===== src/rtl/output_credit_ctrl.sv =====
// rtl/output_credit_ctrl.sv - per-VC credit-based link output stage with 1-cycle registered forwarding
// Optional packet protocol checker: define OUTPUT_CREDIT_CTRL_PROTO_CHK_EN.
module output_credit_ctrl #(
    parameter int FLIT_WIDTH = 34,
    parameter int N_VIRT_CHN = 2,
    parameter int N_CREDITS  = 4
) (
    input  logic                          clk,
    input  logic                          arst,
    input  logic [FLIT_WIDTH-1:0]         fin_fdata_i,
    input  logic                          fin_valid_i,
    input  logic [$clog2(N_VIRT_CHN)-1:0] fin_vc_id_i,
    output logic                          fin_ready_o,
    output logic [FLIT_WIDTH-1:0]         fout_fdata_o,
    output logic                          fout_valid_o,
    output logic [$clog2(N_VIRT_CHN)-1:0] fout_vc_id_o,
    input  logic [N_VIRT_CHN-1:0]         credit_i,
    output logic                          credit_err_o,
    output logic                          proto_err_o
);

    localparam int VC_W  = $clog2(N_VIRT_CHN);
    localparam int CNT_W = $clog2(N_CREDITS + 1);
    localparam logic [CNT_W-1:0] FULL = CNT_W'(N_CREDITS);

    logic [CNT_W-1:0]      credit_q [N_VIRT_CHN];
    logic [CNT_W-1:0]      credit_d [N_VIRT_CHN];
    logic                  credit_err_q, credit_err_d;
    logic [FLIT_WIDTH-1:0] fout_fdata_q, fout_fdata_d;
    logic [VC_W-1:0]       fout_vc_id_q, fout_vc_id_d;
    logic                  fout_valid_q, fout_valid_d;
    logic                  accept;
    logic [N_VIRT_CHN-1:0] take;

    assign fin_ready_o  = (credit_q[fin_vc_id_i] != '0);
    assign fout_fdata_o = fout_fdata_q;
    assign fout_vc_id_o = fout_vc_id_q;
    assign fout_valid_o = fout_valid_q;
    assign credit_err_o = credit_err_q;

    always_comb begin
        accept       = fin_valid_i && fin_ready_o;
        take         = '0;
        credit_err_d = credit_err_q;
        fout_valid_d = accept;
        fout_fdata_d = accept ? fin_fdata_i : fout_fdata_q;
        fout_vc_id_d = accept ? fin_vc_id_i : fout_vc_id_q;
        for (int v = 0; v < N_VIRT_CHN; v++) begin
            take[v]     = accept && (fin_vc_id_i == VC_W'(v));
            credit_d[v] = credit_q[v];
            // A consume and a return on the same VC cancel out.
            if (take[v] && !credit_i[v]) begin
                credit_d[v] = credit_q[v] - 1'b1;
            end else if (credit_i[v] && !take[v]) begin
                if (credit_q[v] == FULL) begin
                    credit_err_d = 1'b1;
                end else begin
                    credit_d[v] = credit_q[v] + 1'b1;
                end
            end
        end
    end

    always_ff @(posedge clk) begin
        if (arst) begin
            for (int v = 0; v < N_VIRT_CHN; v++) credit_q[v] <= FULL;
            credit_err_q <= 1'b0;
            fout_valid_q <= 1'b0;
            fout_fdata_q <= '0;
            fout_vc_id_q <= '0;
        end else begin
            for (int v = 0; v < N_VIRT_CHN; v++) credit_q[v] <= credit_d[v];
            credit_err_q <= credit_err_d;
            fout_valid_q <= fout_valid_d;
            fout_fdata_q <= fout_fdata_d;
            fout_vc_id_q <= fout_vc_id_d;
        end
    end

`ifdef OUTPUT_CREDIT_CTRL_PROTO_CHK_EN
    typedef enum logic {IDLE, IN_PKT} pkt_state_e;

    localparam logic [1:0] T_HEAD = 2'b00;
    localparam logic [1:0] T_BODY = 2'b01;
    localparam logic [1:0] T_TAIL = 2'b10;

    pkt_state_e pkt_q [N_VIRT_CHN];
    pkt_state_e pkt_d [N_VIRT_CHN];
    logic       proto_err_q, proto_err_d;
    logic [1:0] flit_type;

    assign proto_err_o = proto_err_q;

    always_comb begin
        flit_type   = fin_fdata_i[FLIT_WIDTH-1 -: 2];
        proto_err_d = proto_err_q;
        for (int v = 0; v < N_VIRT_CHN; v++) begin
            pkt_d[v] = pkt_q[v];
            // Errors are only flagged; the flit is still forwarded and the FSM resyncs.
            if (take[v]) begin
                case (flit_type)
                    T_HEAD: begin
                        if (pkt_q[v] == IN_PKT) proto_err_d = 1'b1;
                        pkt_d[v] = IN_PKT;
                    end
                    T_BODY: begin
                        if (pkt_q[v] == IDLE) proto_err_d = 1'b1;
                    end
                    T_TAIL: begin
                        if (pkt_q[v] == IDLE) proto_err_d = 1'b1;
                        pkt_d[v] = IDLE;
                    end
                    default: begin
                        if (pkt_q[v] == IN_PKT) proto_err_d = 1'b1;
                        pkt_d[v] = IDLE;
                    end
                endcase
            end
        end
    end

    always_ff @(posedge clk) begin
        if (arst) begin
            for (int v = 0; v < N_VIRT_CHN; v++) pkt_q[v] <= IDLE;
            proto_err_q <= 1'b0;
        end else begin
            for (int v = 0; v < N_VIRT_CHN; v++) pkt_q[v] <= pkt_d[v];
            proto_err_q <= proto_err_d;
        end
    end
`else
    assign proto_err_o = 1'b0;
`endif

endmodule


===== config.mk =====
export PLATFORM = sky130hd
export DESIGN_NAME = output_credit_ctrl
export DESIGN_NICKNAME = d
export VERILOG_FILES = /design/src/rtl/output_credit_ctrl.sv
export SDC_FILE = /design/constraint.sdc
export NUM_CORES = 1
export LEC_CHECK = 0
export CORE_AREA = 2 2 76 63
export CTS_BUF_LIST = sky130_fd_sc_hd__clkbuf_8
export DETAILED_ROUTE_END_ITERATION = 6
export DIE_AREA = 0 0 78 65
export PLACE_DENSITY_LB_ADDON = 0.25
export SLEW_MARGIN = 5
export SYNTH_ARGS = -nofsm -noshare
export SYNTH_HDL_FRONTEND = slang
export SYNTH_SLANG_ARGS = --single-unit

===== constraint.sdc =====
create_clock -name clk -period 3.7 [get_ports clk]
set_clock_uncertainty 0.1 [all_clocks]
set_input_delay 0.925 -clock clk [delete_from_list [all_inputs] [get_ports clk]]
set_output_delay 0.925 -clock clk [all_outputs]
set_load 0.03 [all_outputs]

# Word level (Yosys, flattened, before mapping)
# Memories as Yosys holds them, arrays and structs flattened.
# Cells that the tools add are included.
[word_totals] register_bits=37 mem_bits_rw=6 wordCells=43 mem_count=1
[classes] n_addsub=4 n_eq_ne=2 mux=17 bitwise_logic=3 n_reduce_logical=12
[mem_list] name="credit_q" depth=2 word_bits=3 read_ports=3 rd_clocked_by_memory_dff=0 write_ports=2 line_no="26" source="logic [CNT_W-1:0] credit_q [N_VIRT_CHN];"
[ops] operator="$mux 3" n=8
[ops] operator="$mux 1" n=9
[ops] operator="$logic_and 1x1->1" n=7
[ops] operator="$add 3x1->3 const B" n=2
[ops] operator="$eq 3x3->1 const B" n=2
[ops] operator="$sub 3x1->3 const B" n=2
[ops] operator="$logic_not 1->1" n=4
[ops] operator="$reduce_bool 3->1" n=1
[ops] operator="$or 1x1->1" n=2
[ops] operator="$not 1->1" n=1

# Logic depth before layout (Yosys ltp)
# Gate-level depths: netlist of the first run.
# An unclocked memory read counts as a cell.
[depth] depth_word=11 depth_mapped=9 depth_no_buf=9

# Worst setup path before layout of the first run
# No wires, ideal clock.
[synth_timing] kind="input-to-reg" start="input port fin_vc_id_i" end="memory credit_q[0][1] (netlist name)" setup_ps=70 arrival_time_ps=2589 slack_ps=941 cell_stages=8 cell_sequence="nor4_4 or3_1 inv_1 ha_1 inv_1 fa_1 or3_1 a21oi_1"
[synth_lines] item="start, declared" line_no="12" source="input logic [$clog2(N_VIRT_CHN)-1:0] fin_vc_id_i,"
[synth_lines] item="end, declared" line_no="26"

# Worst setup path in the final report of the first run
[layout_timing] start="input port fin_vc_id_i" end="output port fin_ready_o"
[layout_via] elab_chain_cells=2
[layout_lines] item="$mem_v2 2x3"
[layout_lines] item="$reduce_bool 3->1" line_no="35" source="assign fin_ready_o = (credit_q[fin_vc_id_i] != '0);"
[layout_lines] item="end, declared" line_no="13" source="output logic fin_ready_o,"
# Every way passes these cells.

==> results of run 1 <==
through the flow:
| step | setup WS (ns) | cells | hold WS, ns | area, µm² | utilization, % |
|---|---|---|---|---|---|
| finish | 0.170 | 346 | 0.358 | 2820 | 64.0 |
| global route | 0.105 | 346 | 0.375 | 2820 | 64.0 |
| CTS | 0.161 | 346 | 0.361 | 2820 | 64.0 |
| detailed placement | 0.165 | 339 | 0.347 | 2730 | 62.0 |
| global placement | 0.201 | 339 | 0.342 | 2730 | 62.0 |
| floorplan | 0.941 | 208 | 0.392 | 2000 | - |
flip-flops by register name (all words and copies together), names as in the netlist:
name,cells
fout_valid_o,1
fout_fdata_o,34
credit_q,6
fout_vc_id_o,1
credit_err_o,1
layout make-up:
| cell class | instances | area share [%] |
|---|---|---|
| Tap cell | 60 | 2.66 |
| Clock buffer | 6 | 2.93 |
| Inverter | 12 | 1.60 |
| Sequential cell | 43 | 30.5 |
| Clock inverter | 1 | 0.178 |
| Multi-Input combinational cell | 140 | 32.9 |
| Timing Repair Buffer | 84 | 29.2 |
critical path, stage by stage:
cell and delay (ns):
clkdlybuf4s50_1 0.49, nor4_4 0.40, nor2_1 0.08, clkdlybuf4s50_1 0.61
power by group through the flow:
stage	logic [mW]	registers (mW)	clock network (mW)
3_5_place_dp	0.249	0.521	0
6_report	0.247	0.511	0.291
5_1_grt	0.267	0.515	0.326
2_1_floorplan	0.0945	0.575	0
3_3_place_gp	0.247	0.520	0
4_1_cts	0.250	0.511	0.306
worst paths after layout:
check                                       from               end  slack [ns]  depth (start not counted)
worst max-delay path                 fin_vc_id_i       fin_ready_o        0.17                          4
worst min-delay path            fout_fdata_o[31]  fout_fdata_o[31]        0.36                          2
worst max register to register    credit_q[0][2]    credit_q[0][2]        1.36                          9
worst min register to register  fout_fdata_o[31]  fout_fdata_o[31]        0.36                          2
cells in the final DEF, fill, tap and decap left out, types with 3 or more instances in the layout:
master           synthesis  layout
nand2_1                 72      72
clkbuf_8                 6       6
ha_1                     4       4
dfxtp_1                 43      43
or3_1                    5       5
mux2i_1                 34      34
a21oi_1                  5       5
inv_1                   11      11
o31ai_1                  3       3
clkdlybuf4s50_1          0      77
buf_4                    1       7
routing by layer:
| layer | part of all wire, % | up-vias | global-route usage [%] | routed length, µm |
|---|---|---|---|---|
| li1 | - | 830 | - | - |
| met1 | 49 | 704 | 21.9 | 1900 |
| met2 | 42 | 54 | 23.8 | 1660 |
| met3 | 7.7 | 4 | 7.38 | 300 |
| met4 | 1.1 | 0 | 4.61 | 41 |
| met5 | 0 | - | 0 | 0 |
kinds of logic after synthesis:
logic type | synth area share (%)
flip-flops | 43.0
AND/OR/NAND/NOR | 19.8
other | 0.187
multiplexers | 17.0
buffers and inverters | 10.9
XOR/XNOR | 0.876
AO/OA/AOI/OAI | 3.69
adder cells (fa/ha/maj) | 4.50
==> out/metrics.yaml, run 1 <==
sta:
  layout_min_cycle_time_ns: 3.53
  tightestPinTransition_ns: 0.602
  setup_tns_ns: 0
  slew_violations: 0
  fmax_mhz: 283
  finalHoldViolCount: 0
  relSlewSlack_pct: 59.3
  rsz0062_at_grt: "false"
  post-route-period-util_pct: 95.4
  setup_viol: 0
pwr:
  power.share.sequential_pct: 48.7
  switchingPower_mw: 0.289
  power_frac_clock_pct: 27.8
  cellPowerDensity_nw_per_um2: 372
  p_total_mw: 1.05
  p_int_mw: 0.760
  vdd_drop_max_uv: 224
  p_leak_nw: 1.17
  pwr-share-comb_pct: 23.5
  p_sw_share_pct: 27.5
worst_setup_path:
  arrival_ns: 2.51
  cp-start-kind: "primary input"
  critical_path_class: "primary input to output pin"
  cp_max_fo: 5
  end_kind: "output pin"
  worstPathRequired_ns: 2.67
floorplan:
  dieWidth_um: 78
  initial_core_util_pct: 45.4
  dieArea_um2: 5070
  ios: 79
  die_h_um: 65
  num_rows: 22
  core_area_um2: 4400
synth:
  ys_ff_latch: 43
  synth_nets: 254
  synthArstFlopShare_pct: 0
  synth.distinct_cells: 27
  yosysMostFrequentCell: "nand2_1"
  synth_top_area_share_pct: 43.0
  synth_ff_type: "dfxtp_1"
  ys_top_cells_by_count: "nand2_1, dfxtp_1, mux2i_1"
  avgSynthCellArea_um2: 9.62
  synthTopCellsByArea: "dfxtp_1, mux2i_1, nand2_1, clkbuf_8, buf_12"
  yosysSeqAreaShare_pct: 43.0
  postSynthCellCount: 208
  yosysTopAreaCell: "dfxtp_1"
  synth_edf_count: 0
  synth.cell_area_um2: 2000
  synth_warnings: 0
placement:
  gp_congestion: 0.809
  dp_hpwl_mm: 2.83
  io_buffers: 77
global_route:
  grt_pass1_vias: 1410
  grt_max_degree: 29
  antenna_found_initial: 0
  gr-total-overflow: 0
  grt_usage_pct: 16.4
  grt_pass1_wl_mm: 6.44
clock_tree:
  clkSlewWorstSetupHoldPaths_ns: 0.07
  post-cts-setup-buffer-count: 0
  cts_max_path_buffers: 2
  root_buffer: "clkbuf_8"
  cts_resized: 0
  cts_tree: "done"
  cts_buffers: 5
  clk_latency_ns: 0.28
  clkSinkCount: 43
  cts_hold_repair.buffers: 0
  htreeDepth: 2
routing:
  wl_per_cell_um: 11.3
  dr.first_iter.drc_count: 68
  wirelength_mm: 3.90
  drc: 0
  postRouteAntennaNets: 0
  dr.pass1.iters: 6
  vias_per_cell: 4.60
  vias: 1592
cells_and_area:
  nets: 332
  diodes: 0
  area_delta_synth_final_pct: 40.9
  multiInputGateArea_um2: 927
  seqCellArea_um2: 861
  drive_above_1_share_pct: 6.29
  fillers: 369
hold_path:
  hp-class: "flop to flop"
status:
  outcome: "completed"
job:
  maxCapViolations: 0
Power figures use the tool's default switching activity.
==> inputs of run 2 (changes only) <==
--- a/config.mk
+++ b/config.mk
@@ -9,8 +9,9 @@
 export CTS_BUF_LIST = sky130_fd_sc_hd__clkbuf_8
 export DETAILED_ROUTE_END_ITERATION = 6
 export DIE_AREA = 0 0 78 65
+export GPL_ROUTABILITY_DRIVEN = 0
+export GPL_TIMING_DRIVEN = 1
 export PLACE_DENSITY_LB_ADDON = 0.25
-export SLEW_MARGIN = 5
 export SYNTH_ARGS = -nofsm -noshare
 export SYNTH_HDL_FRONTEND = slang
 export SYNTH_SLANG_ARGS = --single-unit
==> results of run 2 <==
Same layout as run 1: the final DEF is identical, and so are final timing and power.
